$ cat config.mk
export PLATFORM = sky130hd
export DESIGN_NAME = mem_access_unit
export DESIGN_NICKNAME = d
export VERILOG_FILES = /design/src/rtl/lsu_pkg.sv /design/src/rtl/lsu_load_extend.sv /design/src/rtl/mem_access_unit.sv
export SDC_FILE = /design/constraint.sdc
export NUM_CORES = 1
export LEC_CHECK = 0
export BUFFER_PORTS_ARGS = -buffer_cell sky130_fd_sc_hd__buf_2
export CORE_MARGIN = 5
export CORE_UTILIZATION = 40
export DETAILED_ROUTE_END_ITERATION = 6
export GPL_ROUTABILITY_DRIVEN = 0
export PLACE_DENSITY = 0.75
export REMOVE_ABC_BUFFERS = 1
export SLEW_MARGIN = 20
export SYNTH_ARGS = -nofsm -noshare
export SYNTH_HDL_FRONTEND = slang
export SYNTH_HIERARCHICAL = 1
export SYNTH_SLANG_ARGS = --single-unit
$ cat constraint.sdc
create_clock -name clk -period 1.8 [get_ports clk]
set_input_delay 0 -clock clk [delete_from_list [all_inputs] [get_ports clk]]
set_output_delay 0 -clock clk [all_outputs]
set_load 0.03 [all_outputs]
$ cat src/rtl/lsu_pkg.sv
// Shared types and constants for the load/store unit.
// LSU_MISALIGN_SPLIT_EN adds the two extra states used to split misaligned halfwords.
package lsu_pkg;

    localparam int DEFAULT_MEM_BYTES = 64;

    localparam logic [1:0] FAULT_NONE     = 2'd0;
    localparam logic [1:0] FAULT_MISALIGN = 2'd1;
    localparam logic [1:0] FAULT_RANGE    = 2'd2;

    typedef enum logic [2:0] {
        IDLE,
        ACCESS,
        WAIT,
        RESP
`ifdef LSU_MISALIGN_SPLIT_EN
        , ACCESS_LO
        , WAIT_LO
`endif
    } lsu_state_t;

    // Range beats alignment; a misaligned halfword only faults when it cannot be split.
    function automatic logic [1:0] classify(input logic [15:0] addr, input logic half,
                                            input int mem_bytes, input logic split_en);
        logic [16:0] last_byte;
        last_byte = {1'b0, addr} + {16'd0, half};
        if (last_byte >= 17'(mem_bytes))
            return FAULT_RANGE;
        if (half && addr[0] && !split_en)
            return FAULT_MISALIGN;
        return FAULT_NONE;
    endfunction

endpackage

$ cat src/rtl/lsu_load_extend.sv
// Load result formatting: halfwords pass through, bytes are sign- or zero-extended.
module lsu_load_extend (
    input  logic [15:0] raw,
    input  logic        half,
    input  logic        sign_ext,
    output logic [15:0] result
);

    logic fill;

    assign fill        = sign_ext & raw[7];
    assign result[7:0] = raw[7:0];

    generate
        for (genvar gi = 8; gi < 16; gi++) begin : g_upper
            assign result[gi] = half ? raw[gi] : fill;
        end
    endgenerate

endmodule

$ cat src/rtl/mem_access_unit.sv
// Load/store front end for a big-endian byte memory with one-cycle registered reads.
// Define LSU_MISALIGN_SPLIT_EN to split misaligned halfwords into two byte cycles.
module mem_access_unit
    import lsu_pkg::*;
#(
    parameter int MEM_BYTES = DEFAULT_MEM_BYTES
) (
    input  logic        clk,
    input  logic        rst,
    input  logic        req_valid,
    output logic        req_ready,
    input  logic        req_we,
    input  logic        req_half,
    input  logic        req_signed,
    input  logic [15:0] req_addr,
    input  logic [15:0] req_wdata,
    output logic        resp_valid,
    input  logic        resp_ready,
    output logic [15:0] resp_data,
    output logic [1:0]  resp_fault,
    output logic        mem_we,
    output logic [15:0] mem_addr,
    output logic [15:0] mem_wdata,
    output logic        mem_half,
    input  logic [15:0] mem_rdata
);

`ifdef LSU_MISALIGN_SPLIT_EN
    localparam logic SPLIT_EN = 1'b1;
`else
    localparam logic SPLIT_EN = 1'b0;
`endif

    lsu_state_t  state_reg, state_next;
    logic        we_reg, half_reg, sign_reg;
    logic [15:0] addr_reg, wdata_reg, data_reg;
    logic [1:0]  fault_reg;
    logic        accept;
    logic [1:0]  fault_now;
    logic        wide;
    logic [15:0] ext_raw, ext_result;
    logic        ext_half;
`ifdef LSU_MISALIGN_SPLIT_EN
    logic        split_reg;
    logic [7:0]  hi_reg;
`endif

    assign accept    = req_valid && (state_reg == IDLE);
    assign fault_now = classify(req_addr, req_half, MEM_BYTES, SPLIT_EN);

`ifdef LSU_MISALIGN_SPLIT_EN
    assign wide     = half_reg && !split_reg;
    // The low-half read is merged with the captured high byte and treated as a halfword.
    assign ext_raw  = (state_reg == WAIT_LO) ? {hi_reg, mem_rdata[7:0]} : mem_rdata;
    assign ext_half = (state_reg == WAIT_LO) ? 1'b1 : half_reg;
`else
    assign wide     = half_reg;
    assign ext_raw  = mem_rdata;
    assign ext_half = half_reg;
`endif

    lsu_load_extend u_extend (
        .raw     (ext_raw),
        .half    (ext_half),
        .sign_ext(sign_reg),
        .result  (ext_result)
    );

    always_ff @(posedge clk) begin
        if (rst)
            state_reg <= IDLE;
        else
            state_reg <= state_next;
    end

    always_comb begin
        state_next = state_reg;
        case (state_reg)
            IDLE: begin
                if (accept)
                    state_next = (fault_now != FAULT_NONE) ? RESP : ACCESS;
            end
            ACCESS: begin
                if (!we_reg)
                    state_next = WAIT;
`ifdef LSU_MISALIGN_SPLIT_EN
                else if (split_reg)
                    state_next = ACCESS_LO;
`endif
                else
                    state_next = RESP;
            end
            WAIT: begin
                state_next = RESP;
`ifdef LSU_MISALIGN_SPLIT_EN
                if (split_reg)
                    state_next = ACCESS_LO;
`endif
            end
`ifdef LSU_MISALIGN_SPLIT_EN
            ACCESS_LO: state_next = we_reg ? RESP : WAIT_LO;
            WAIT_LO:   state_next = RESP;
`endif
            RESP: begin
                if (resp_ready)
                    state_next = IDLE;
            end
            default: state_next = IDLE;
        endcase
    end

    always_ff @(posedge clk) begin
        if (rst) begin
            we_reg    <= 1'b0;
            half_reg  <= 1'b0;
            sign_reg  <= 1'b0;
            addr_reg  <= '0;
            wdata_reg <= '0;
            fault_reg <= FAULT_NONE;
            data_reg  <= '0;
`ifdef LSU_MISALIGN_SPLIT_EN
            split_reg <= 1'b0;
            hi_reg    <= '0;
`endif
        end else begin
            if (accept) begin
                we_reg    <= req_we;
                half_reg  <= req_half;
                sign_reg  <= req_signed;
                addr_reg  <= req_addr;
                wdata_reg <= req_wdata;
                fault_reg <= fault_now;
                data_reg  <= '0;
`ifdef LSU_MISALIGN_SPLIT_EN
                split_reg <= req_half && req_addr[0];
`endif
            end
`ifdef LSU_MISALIGN_SPLIT_EN
            if (state_reg == WAIT) begin
                if (split_reg)
                    hi_reg <= mem_rdata[7:0];
                else
                    data_reg <= ext_result;
            end
            if (state_reg == WAIT_LO)
                data_reg <= ext_result;
`else
            if (state_reg == WAIT)
                data_reg <= ext_result;
`endif
        end
    end

    always_comb begin
        req_ready  = (state_reg == IDLE);
        resp_valid = (state_reg == RESP);
        resp_data  = data_reg;
        resp_fault = fault_reg;
        mem_we     = 1'b0;
        mem_addr   = '0;
        mem_wdata  = '0;
        mem_half   = 1'b0;
        case (state_reg)
            ACCESS: begin
                mem_we    = we_reg;
                mem_addr  = addr_reg;
                mem_half  = wide;
                mem_wdata = wide ? wdata_reg : {8'h00, wdata_reg[7:0]};
`ifdef LSU_MISALIGN_SPLIT_EN
                if (split_reg)
                    mem_wdata = {8'h00, wdata_reg[15:8]};
`endif
            end
            WAIT: begin
                mem_addr = addr_reg;
                mem_half = wide;
            end
`ifdef LSU_MISALIGN_SPLIT_EN
            ACCESS_LO: begin
                mem_we    = we_reg;
                mem_addr  = addr_reg + 16'd1;
                mem_wdata = {8'h00, wdata_reg[7:0]};
            end
            WAIT_LO: begin
                mem_addr = addr_reg + 16'd1;
            end
`endif
            default: ;
        endcase
    end

endmodule

==> flow_summary.toml <==
[power]
power_density_nw_per_um2 = 1105
p_leak_nw = 1.851
vdd_ir_drop_max_mv = 0.8399

[synthesis]
synth-xor-area-share_pct = 0.9896
synth.area.mux_share_pct = 0
synth_fa_ha_area_share_pct = 2.828
netlist_instances = 369
ys_seq_elements = 55
netlist_area_sq_um = 2655
synth_compound_area_share_pct = 14.42
synth_seq_area_share_pct = 41.47
synth_area_per_cell_sq_um = 7.195
yosys_warnings = 6
yosys.area_share.simple_pct = 33.74
yosysUniqueCellTypes = 32
synth_top_family_by_area = "simple AND/OR/NAND/NOR gates"

[global_route]
grt_pass1_wl_mm = 12.80
overflow = 0
grt_pass1_vias = 2747
antenna_found_initial = 0
grt_start_max_net_pins = 33
track_usage_pct = 17.96

[layout]
n_fill_cell = 591
fin_nets = 569
diodes = 0
areaGrowthSynthToFinish_pct = 43.07
drive_above_1_share_pct = 25.93
fin_util_pct = 59.48

[sta]
slew_headroom_pct = 79.32
fin_crit_sh_pct = 98.20
worstMarginPinSlew_ns = 0.3074
period_minus_slack_ns = 1.768
fin_skew_ns = 0.006826
setup_viol = 0
tns_ns = 0
max_clock_freq_mhz = 565.7
finalHoldViolCount = 0
slew_viol_final = 0

[cts]
clkTransAtPathRegs_ns = 0.10
cts_tree = "yes"
postCtsSetupRepairBufs = 0
cts.sinks = 55
htree_levels = 2
insertion_delay_ns = 0.31
cts_buffers = 5
clk_path_buf_depth = 2
cts_root_buf = "clkbuf_8"

[setup_path]
arrival_ns = 1.96
worstReg2RegEnd = "state_reg[1]"
startpoint_type = "primary input"
rr_worst_depth = 7
setup.worst_path.end = "resp_fault[1]"
critPathKind = "primary input to register"
crit_start = "req_addr[8]"
r2r_slack_ns = 0.22
r2r-start = "state_reg[0]"
cp.required_ns = 1.99
cp-end-kind = "register"
cp_max_fo = 6

[die]
rows = 29
chipWidth_microns = 91.47
start_util_pct = 41.58
core_sq_um = 6386
die_area_sq_um = 8367
io_pins = 109
die_h_microns = 91.47

[route]
drtIter0Drc = 118
drc = 0
antenna_left = 0
detail_route.wirelength_mm = 7.745
vias = 2833
routed_via_density = 4.834
dr.pass1.iters = 5
wl_per_cell_microns = 13.22

[placement]
dp_hpwl_mm = 5.124
io_buffer_count = 108

[run]
max_cap_violations = 0

[worst_hold_path]
hold_depth = 5
hp-class = "primary input to register"

[status]
outcome = "finished, final reports clean"
## metrics by stage
| step | cell area [sq um] | hold WS, ns | instances | total power, mW | setup slack [ns] |
|---|---|---|---|---|---|
| floorplan | 2504 | 0.06907 | 339 | 2.651 | -0.3662 |
| global placement | 3238 | 0.2282 | 535 | 3.262 | -0.03360 |
| detailed placement | 3238 | 0.2385 | 535 | 3.303 | -0.1152 |
| CTS | 3781 | 0.01363 | 586 | 4.214 | 0.02775 |
| global route | 3799 | 0.03675 | 586 | 4.508 | -0.01281 |
| finish | 3799 | 0.02399 | 586 | 4.198 | 0.03233 |
## per-layer routing
metal	global-route usage (%)	share of wire (%)
met3	5.207	6.2
met4	4.156	0.52
met1	22.39	45
met2	30.49	49
met5	0	0
## power breakdown
group / switching (mW) / internal [mW] / leakage (nW)
combinational: 1.20 / 0.634 / 1.34
clock: 0.411 / 0.415 / 0.0581
sequential: 0.111 / 1.43 / 0.449
total: 1.72 / 2.48 / 1.85
## cells by family (layout without fill, tap and decap cells)
| logic type | after synthesis | count (layout) |
|---|---|---|
| AOI/OAI and AO/OA | 70 | 70 |
| adders and majority gates | 6 | 6 |
| xor gates and xnor gates | 3 | 3 |
| and+or+nand+nor | 199 | 199 |
| DFF | 55 | 55 |
| buffers and inverters | 36 | 176 |
## worst min path at each step
stage,startpoint,end,slack [ns]
floorplan,rst,addr_reg[0],0.07
global placement,mem_rdata[1],resp_data[1],0.23
detailed placement,mem_rdata[0],resp_data[0],0.24
CTS,mem_rdata[12],resp_data[12],0.01
global route,mem_rdata[11],resp_data[11],0.04
finish,mem_rdata[12],resp_data[12],0.02
## worst max-delay path, cell delays in order
cell,delay [ns]
dlygate4sd3_1,0.53
buf_2,0.16
nor4_1,0.34
o21a_1,0.18
a31oi_1,0.04
a311o_1,0.37
nor4_4,0.21
a21oi_1,0.11
## synth_stat cells
library cell | count | area share (%)
nor3_1 | 5 | 0.94
nor2_1 | 39 | 5.5
nor3b_1 | 1 | 0.28
a21oi_1 | 57 | 11
nor4_2 | 1 | 0.47
xnor2_1 | 2 | 0.66
and3_1 | 9 | 2.1
nand4_1 | 3 | 0.71
buf_6 | 1 | 0.42
o21ai_0 | 3 | 0.57
clkbuf_1 | 18 | 2.5
inv_1 | 6 | 0.85
nand3_1 | 2 | 0.38
a31oi_1 | 1 | 0.24
buf_2 | 1 | 0.19
nor4_1 | 1 | 0.24
dfxtp_1 | 55 | 41
and2_1 | 28 | 6.6
nand3_2 | 1 | 0.38
a21o_1 | 1 | 0.28
o221ai_1 | 1 | 0.33
nand2_1 | 107 | 15
xor2_1 | 1 | 0.33
buf_1 | 2 | 0.28
nand2b_1 | 1 | 0.24
o21a_1 | 2 | 0.57
a32o_1 | 1 | 0.38
o31ai_1 | 2 | 0.57
ha_1 | 6 | 2.8
buf_4 | 8 | 2.3
nand3b_4 | 1 | 0.75
a311o_1 | 2 | 0.75
## layout by cell type, fill, tap and decap left out, types with 3 or more instances in the layout
master / instances
buf_2: 108
nand2_1: 106
a21oi_1: 57
dfxtp_1: 55
dlygate4sd3_1: 43
nor2_1: 39
and2_1: 28
and3_1: 9
buf_4: 9
inv_1: 6
ha_1: 6
clkbuf_8: 5
nor3_1: 4
o21ai_0: 3
nand4_1: 3
## cell type report
class / count / area [sq um] / share of cell area, %
clock buffer: 5 / 68.82 / 1.812
clock inverter: 3 / 43.79 / 1.153
inverter: 6 / 22.52 / 0.5929
multi-input combinational: 278 / 1396 / 36.76
sequential: 55 / 1101 / 28.99
tap: 77 / 96.34 / 2.536
timing repair buffer: 162 / 1070 / 28.16
## what timing repair did
item / CTS / global route
resized for setup: 0 / 3
endpoints found under the hold margin: 43 / 0
endpoints found under the setup margin: 0 / 5
hold buffers: 43 / 0
No activity file was read; power rests on OpenSTA's default activity.
